`config.mk`:
```
export PLATFORM = sky130hd
export DESIGN_NAME = dmem_ctrl
export DESIGN_NICKNAME = d
export VERILOG_FILES = /design/src/rtl/dmem_ctrl.sv
export SDC_FILE = /design/constraint.sdc
export NUM_CORES = 1
export LEC_CHECK = 0
export CORE_ASPECT_RATIO = 1.5
export CORE_MARGIN = 1.5
export CORE_UTILIZATION = 40
export DETAILED_ROUTE_END_ITERATION = 8
export GPL_TIMING_DRIVEN = 0
export PLACE_DENSITY_LB_ADDON = 0.12
export SLEW_MARGIN = 20
export SYNTH_ARGS = -nofsm -noshare
export SYNTH_HDL_FRONTEND = slang
export SYNTH_SLANG_ARGS = --single-unit
```
`constraint.sdc`:
```
create_clock -name clk -period 1.6 [get_ports clk]
set_input_delay 0.16 -clock clk [delete_from_list [all_inputs] [get_ports clk]]
set_output_delay 0.16 -clock clk [all_outputs]
set_load 0.03 [all_outputs]
```
`src/rtl/dmem_ctrl.sv`:
```
// ----------------------------------------------------------------------------
// dmem_ctrl
// Data-memory access controller between an RV32I core load/store port and a
// word-addressed memory with a request/acknowledge handshake.
//
// A core request is checked for misalignment and illegal width codes. A legal
// request is latched into the memory-side registers (word address, byte
// enables, lane-replicated store data) and held there while mem_req is high,
// until mem_ack arrives or the wait budget TIMEOUT runs out. An illegal
// request never reaches memory and is answered with err. Every request ends
// with exactly one DONE cycle in which rsp_valid (and err if it faulted) is
// high.
//
// Ports
//   clk, rst_n       : clock, asynchronous active-low reset
//   req_valid        : core presents a load/store this cycle
//   req_we           : 1 = store, 0 = load
//   req_funct3       : RV32I width code (LB/LH/LW/LBU/LHU, SB/SH/SW)
//   req_addr         : byte address
//   req_wdata        : store data (low bits hold the value)
//   stall            : hold the core PC (combinational)
//   rsp_valid        : one-cycle completion strobe
//   rsp_rdata        : extended load data, held until the next completion
//   err              : one-cycle fault strobe (misaligned/illegal/timeout)
//   mem_req          : memory request, high for every BUSY cycle
//   mem_we           : memory write enable
//   mem_addr         : word address
//   mem_be           : byte-lane enables
//   mem_wdata        : lane-replicated store data
//   mem_ack          : memory acknowledge (only honoured in BUSY)
//   mem_rdata        : memory read data
// ----------------------------------------------------------------------------
module dmem_ctrl #(
  parameter int unsigned TIMEOUT = 32'd255
) (
  input  logic        clk,
  input  logic        rst_n,
  input  logic        req_valid,
  input  logic        req_we,
  input  logic [2:0]  req_funct3,
  input  logic [31:0] req_addr,
  input  logic [31:0] req_wdata,
  output logic        stall,
  output logic        rsp_valid,
  output logic [31:0] rsp_rdata,
  output logic        err,
  output logic        mem_req,
  output logic        mem_we,
  output logic [29:0] mem_addr,
  output logic [3:0]  mem_be,
  output logic [31:0] mem_wdata,
  input  logic        mem_ack,
  input  logic [31:0] mem_rdata
);

  typedef enum logic [1:0] {
    IDLE = 2'd0,
    BUSY = 2'd1,
    DONE = 2'd2
  } state_t;

  // Last BUSY cycle index allowed before the wait is abandoned.
  localparam logic [9:0] TIMEOUT_LAST = 10'(TIMEOUT - 32'd1);

  state_t      state_r;
  logic [9:0]  cnt_r;
  logic        we_r;
  logic [2:0]  funct3_r;
  logic [1:0]  off_r;
  logic        fault_s;

  // Illegal width codes, misaligned halfword/word, and unsigned-store codes.
  function automatic logic is_fault(input logic we, input logic [2:0] f3,
                                    input logic [1:0] a);
    logic bad;
    bad = 1'b0;
    case (f3)
      3'd0:    bad = 1'b0;
      3'd1:    bad = a[0];
      3'd2:    bad = (a != 2'b00);
      3'd4:    bad = we;
      3'd5:    bad = we | a[0];
      default: bad = 1'b1;
    endcase
    return bad;
  endfunction

  // Byte-lane mask from access size (f3[1:0]) and byte offset.
  function automatic logic [3:0] be_mask(input logic [1:0] size,
                                         input logic [1:0] a);
    logic [3:0] be;
    be = 4'b0000;
    case (size)
      2'b00:   be = 4'b0001 << a;
      2'b01:   be = a[1] ? 4'b1100 : 4'b0011;
      default: be = 4'b1111;
    endcase
    return be;
  endfunction

  // Replicate the store value across all lanes so the byte enables pick it up.
  function automatic logic [31:0] store_data(input logic [1:0] size,
                                             input logic [31:0] wd);
    logic [31:0] d;
    d = 32'h0000_0000;
    case (size)
      2'b00:   d = {4{wd[7:0]}};
      2'b01:   d = {2{wd[15:0]}};
      default: d = wd;
    endcase
    return d;
  endfunction

  // Bring the addressed lane down to bit 0 and sign/zero extend by width code.
  function automatic logic [31:0] load_data(input logic [2:0] f3,
                                            input logic [1:0] a,
                                            input logic [31:0] rd);
    logic [31:0] sh;
    logic [31:0] d;
    sh = rd >> {a, 3'b000};
    d  = 32'h0000_0000;
    case (f3)
      3'd0:    d = {{24{sh[7]}}, sh[7:0]};
      3'd1:    d = {{16{sh[15]}}, sh[15:0]};
      3'd2:    d = rd;
      3'd4:    d = {24'h00_0000, sh[7:0]};
      3'd5:    d = {16'h0000, sh[15:0]};
      default: d = 32'h0000_0000;
    endcase
    return d;
  endfunction

  // Fault classification of the request currently on the core port.
  always_comb begin
    fault_s = is_fault(req_we, req_funct3, req_addr[1:0]);
  end

  // Core stall: hold the PC while a request is being accepted or is in flight.
  always_comb begin
    if (state_r == BUSY) begin
      stall = 1'b1;
    end else if (state_r == IDLE) begin
      stall = req_valid;
    end else begin
      stall = 1'b0;
    end
  end

  // Controller FSM with registered memory-side and response outputs.
  always_ff @(posedge clk or negedge rst_n) begin
    if (!rst_n) begin
      state_r   <= IDLE;
      cnt_r     <= 10'd0;
      we_r      <= 1'b0;
      funct3_r  <= 3'd0;
      off_r     <= 2'd0;
      rsp_valid <= 1'b0;
      rsp_rdata <= 32'h0000_0000;
      err       <= 1'b0;
      mem_req   <= 1'b0;
      mem_we    <= 1'b0;
      mem_addr  <= 30'h0000_0000;
      mem_be    <= 4'b0000;
      mem_wdata <= 32'h0000_0000;
    end else begin
      // Completion strobes last one cycle unless re-armed below.
      rsp_valid <= 1'b0;
      err       <= 1'b0;
      case (state_r)
        IDLE: begin
          if (req_valid) begin
            if (fault_s) begin
              state_r   <= DONE;
              rsp_valid <= 1'b1;
              err       <= 1'b1;
              rsp_rdata <= 32'h0000_0000;
            end else begin
              state_r   <= BUSY;
              cnt_r     <= 10'd0;
              we_r      <= req_we;
              funct3_r  <= req_funct3;
              off_r     <= req_addr[1:0];
              mem_req   <= 1'b1;
              mem_we    <= req_we;
              mem_addr  <= req_addr[31:2];
              mem_be    <= be_mask(req_funct3[1:0], req_addr[1:0]);
              mem_wdata <= store_data(req_funct3[1:0], req_wdata);
            end
          end else begin
            state_r <= IDLE;
          end
        end
        BUSY: begin
          // An ack on the final budgeted cycle still completes normally.
          if (mem_ack) begin
            state_r   <= DONE;
            mem_req   <= 1'b0;
            rsp_valid <= 1'b1;
            rsp_rdata <= we_r ? 32'h0000_0000
                              : load_data(funct3_r, off_r, mem_rdata);
          end else if (cnt_r >= TIMEOUT_LAST) begin
            state_r   <= DONE;
            mem_req   <= 1'b0;
            rsp_valid <= 1'b1;
            err       <= 1'b1;
            rsp_rdata <= 32'h0000_0000;
          end else begin
            cnt_r <= cnt_r + 10'd1;
          end
        end
        DONE: begin
          state_r <= IDLE;
        end
        default: begin
          state_r <= IDLE;
          mem_req <= 1'b0;
        end
      endcase
    end
  end

endmodule
```
==> run_results.csv <==
group,metric,value,unit
sta,finalCritPeriodShare,1.15,
power,p_seq_frac,0.308,
sta,clock.fmax,542,MHz
setup_path,regToRegStartpoint,"off_r[1]$_DFFE_PN0P_",
cts,cts_root_buffer,"clkbuf_16",
power,p_int,8610,uW
setup_path,worstSetupStartpointType,"flip-flop",
logic_synthesis,syn_avg_cell_area,10.9,um2
sta,timing.hold.ws,0.199,ns
logic_synthesis,ys_seq_elements,119,
cts,cts.reportedPaths.clkPinSlew,0.06,ns
route,drt_wl_total,18400,um
logic_synthesis,synth_area,5600,um2
logic_synthesis,synth_edf_count,0,
setup_path,crit_path_start,"off_r[1]$_DFFE_PN0P_",
setup_path,cp_max_fo,10,
setup_path,r2r_cells,6,
sta,grt_setup_unrepaired,"yes",
finish,drive_above_1_share,0.229,
cts,clock_sinks,119,
cts,clkLatencyLatePin,0.41,ns
logic_synthesis,synth.distinct_cells,44,
logic_synthesis,synthFlopType,"dfrtp_1",
setup_path,worst_ep_arrival_time,2.14,ns
floorplanning,die_area,14700,um2
place,dp_hpwl,13100,um
sta,setup_slack,-0.246,ns
finish,final_cells,942,
power,power.switching,5590,uW
hold_path,hold_path_class,"in2reg",
place,pre_cts_ws,-0.665,ns
global_route,antenna_found_initial,0,
floorplanning,io_pins,207,
status,violations,"negative setup slack",
sta,slew_headroom,0.496,
sta,post-route-min-period,1.85,ns
status,outcome,"finished with violations",
route,routed_via_density,5.49,
logic_synthesis,syn_nets,618,
logic_synthesis,yosysWarningCount,0,
power,vdd_drop_max,1.07,mV
sta,drv_slew,0,
route,dr_total_vias,5171,
place,place.gp.congestion,0.890,
cts,clockBufferDepth,2,
setup_path,timing.rr.end,"rsp_rdata[24]$_DFFE_PN0P_",
floorplanning,die_h,148,um
sta,hold_violations,0,
power,power.leakage,0.00430,uW
floorplanning,fp.dieW,99.6,um
global_route,grt_pass1_vias,5502,
finish,n_antenna_cell,0,
route,drt-wirelength-per-cell,19.5,um
power,p_clk_frac,0.271,
finish,nNetsFinal,873,
logic_synthesis,netlist_instances,512,
setup_path,cp.required,1.89,ns
global_route,grt_usage,0.246,
logic_synthesis,ys_seq_area_frac,0.532,
floorplanning,start_util,0.412,
route,drcViolationCount,0,
power,combPwrFrac,0.421,
setup_path,cp-end-kind,"flip-flop",
power,p_sw_frac,0.394,
route,first_pass_iters,4,
sta,fin_skew,0.0117,ns
hold_path,whs_endpoint,"funct3_r[2]$_DFFE_PN0P_",
floorplanning,num_rows,52,
floorplanning,core-area,13600,um2
cts,cts-buffers-inserted,17,
cts,cts_tree,"yes",
place,dp_cells,880,
hold_path,hp-start,"req_funct3[2]",
sta,setup_violations,79,
cts,htreeDepth,4,
place,portBuffers,205,
sta,worstMarginPinSlew,0.757,ns
route,ant_nets,0,
job,drv_cap,0,
finish,synthToLayoutAreaGrowth,61.4,%
global_route,grt_overflow,0,
route,drt_iter0_drc,196,
hold_path,whs_path_depth,2,
finish,fin_util,0.664,
global_route,grt_max_degree,62,
power,p_per_area,1570,nW/um2
logic_synthesis,synth_async_sr_flop_share,1.00,
global_route,grt_pass1_wl,28000,um
setup_path,worstSetupPathType,"reg2reg",
setup_path,rrSetupSlack,-0.25,ns
metrics by stage:
step,instance area [um2],setup TNS (ns),total power [uW]
floorplan,5610,-1.20,7720
global placement,7860,-571.16,10200
CTS,8680,-6.52,14000
detailed placement,7890,-59.68,10300
finish,9030,-6.90,14200
global route,9030,-12.19,14800
routing by layer:
| layer | vias up | routed length (um) | global-route usage |
|---|---|---|---|
| li1 | 2362 | - | - |
| met1 | 2538 | 6520 | 0.255 |
| met2 | 227 | 9770 | 0.444 |
| met3 | 44 | 1450 | 0.0809 |
| met4 | 0 | 643 | 0.113 |
| met5 | - | 0 | 0 |
power groups by stage:
stage	combinational [uW]	clock, uW	sequential, uW
final	5990	3850	4370
after global routing	6330	4010	4480
after CTS	5760	3920	4370
after detailed placement	5900	0	4420
after global placement	5820	0	4370
after floorplan	1830	0	5890
critical path: stages (launching register included):
cell	delay (ns)
dfrtp_1	0.34
buf_6	0.12
mux4_2	0.56
o22ai_4	0.25
buf_6	0.19
o21ai_1	0.07
a22o_1	0.20
flip-flops by register name, summed over array words and instances (netlist names):
name / flops
mem_be: 4
off_r: 2
mem_wdata: 32
we_r: 1
funct3_r: 3
mem_req: 1
mem_addr: 30
state_r: 2
cnt_r: 10
rsp_rdata: 32
rsp_valid: 1
err: 1
synthesized netlist by cell type, types with 4 or more instances:
cell / n / area share
clkbuf_1: 17 / 0.011
nand2_1: 75 / 0.050
dfrtp_1: 119 / 0.53
nor2b_1: 8 / 0.0089
nor2_1: 19 / 0.013
mux2_2: 44 / 0.088
o2bb2ai_1: 8 / 0.013
a32oi_1: 7 / 0.011
o21ai_1: 12 / 0.011
a211o_1: 7 / 0.011
a21oi_1: 26 / 0.023
a22o_1: 17 / 0.027
a221o_1: 8 / 0.014
nand2b_1: 4 / 0.0045
buf_2: 12 / 0.011
mux2i_1: 32 / 0.057
nand3_1: 5 / 0.0045
o21ai_0: 47 / 0.042
inv_1: 6 / 0.0040
final cells by class:
cell class	instances	area, um2
inverters	7	32.5
clock inverters	13	145
fillers	1101	4560
flip-flops and latches	119	2980
repair buffers	235	2310
plain buffers	33	260
clock buffers	19	453
multi-input cells	354	2650
well taps	162	203
cell families after synthesis:
group / Yosys count / share of synthesized area
mux: 77 / 0.150
flops: 119 / 0.532
fa+ha+maj: 2 / 0.00447
buf+inv: 41 / 0.0355
simple gates: 129 / 0.105
compound gates: 144 / 0.173
layout by cell type, fill, tap and decap left out, types with 5 or more instances in the layout:
cell type | synthesis | routed
a211o_1 | 7 | 7
a21oi_1 | 26 | 20
a21oi_2 | 0 | 5
a221o_1 | 8 | 8
a22o_1 | 17 | 17
a32oi_1 | 7 | 7
buf_2 | 12 | 7
buf_4 | 2 | 17
buf_6 | 3 | 18
clkbuf_16 | 0 | 19
clkbuf_2 | 0 | 8
clkdlybuf4s50_1 | 0 | 101
clkinvlp_4 | 0 | 7
dfrtp_1 | 119 | 117
dlygate4sd2_1 | 0 | 90
dlymetal6s2s_1 | 0 | 12
mux2_2 | 44 | 44
mux2i_1 | 32 | 32
nand2_1 | 75 | 74
nand3_1 | 5 | 5
nor2_1 | 19 | 17
nor2b_1 | 8 | 8
o21ai_0 | 47 | 33
o21ai_1 | 12 | 22
o2bb2ai_2 | 0 | 8
repair_timing:
item,4_1_cts,5_1_grt
setup endpoints to repair,209,127
endpoints found under the hold margin,58,0
gates resized for setup,141,81
hold buffers,1,0
setup buffers,10,12
cloned,2,6
pin swaps,9,15
worst max-delay path by stage:
stage / to / slack (ns)
6_report: rsp_rdata[24]$_DFFE_PN0P_ / -0.25
5_1_grt: cnt_r[8]$_DFFE_PN0P_ / -0.32
4_1_cts: rsp_rdata[26]$_DFFE_PN0P_ / -0.24
3_5_place_dp: rsp_rdata[27]$_DFFE_PN0P_ / -0.67
3_3_place_gp: mem_addr[10]$_DFFE_PN0P_ / -4.34
2_1_floorplan: rsp_rdata[21]$_DFFE_PN0P_ / -0.09
(Power assumes the default switching activity.)
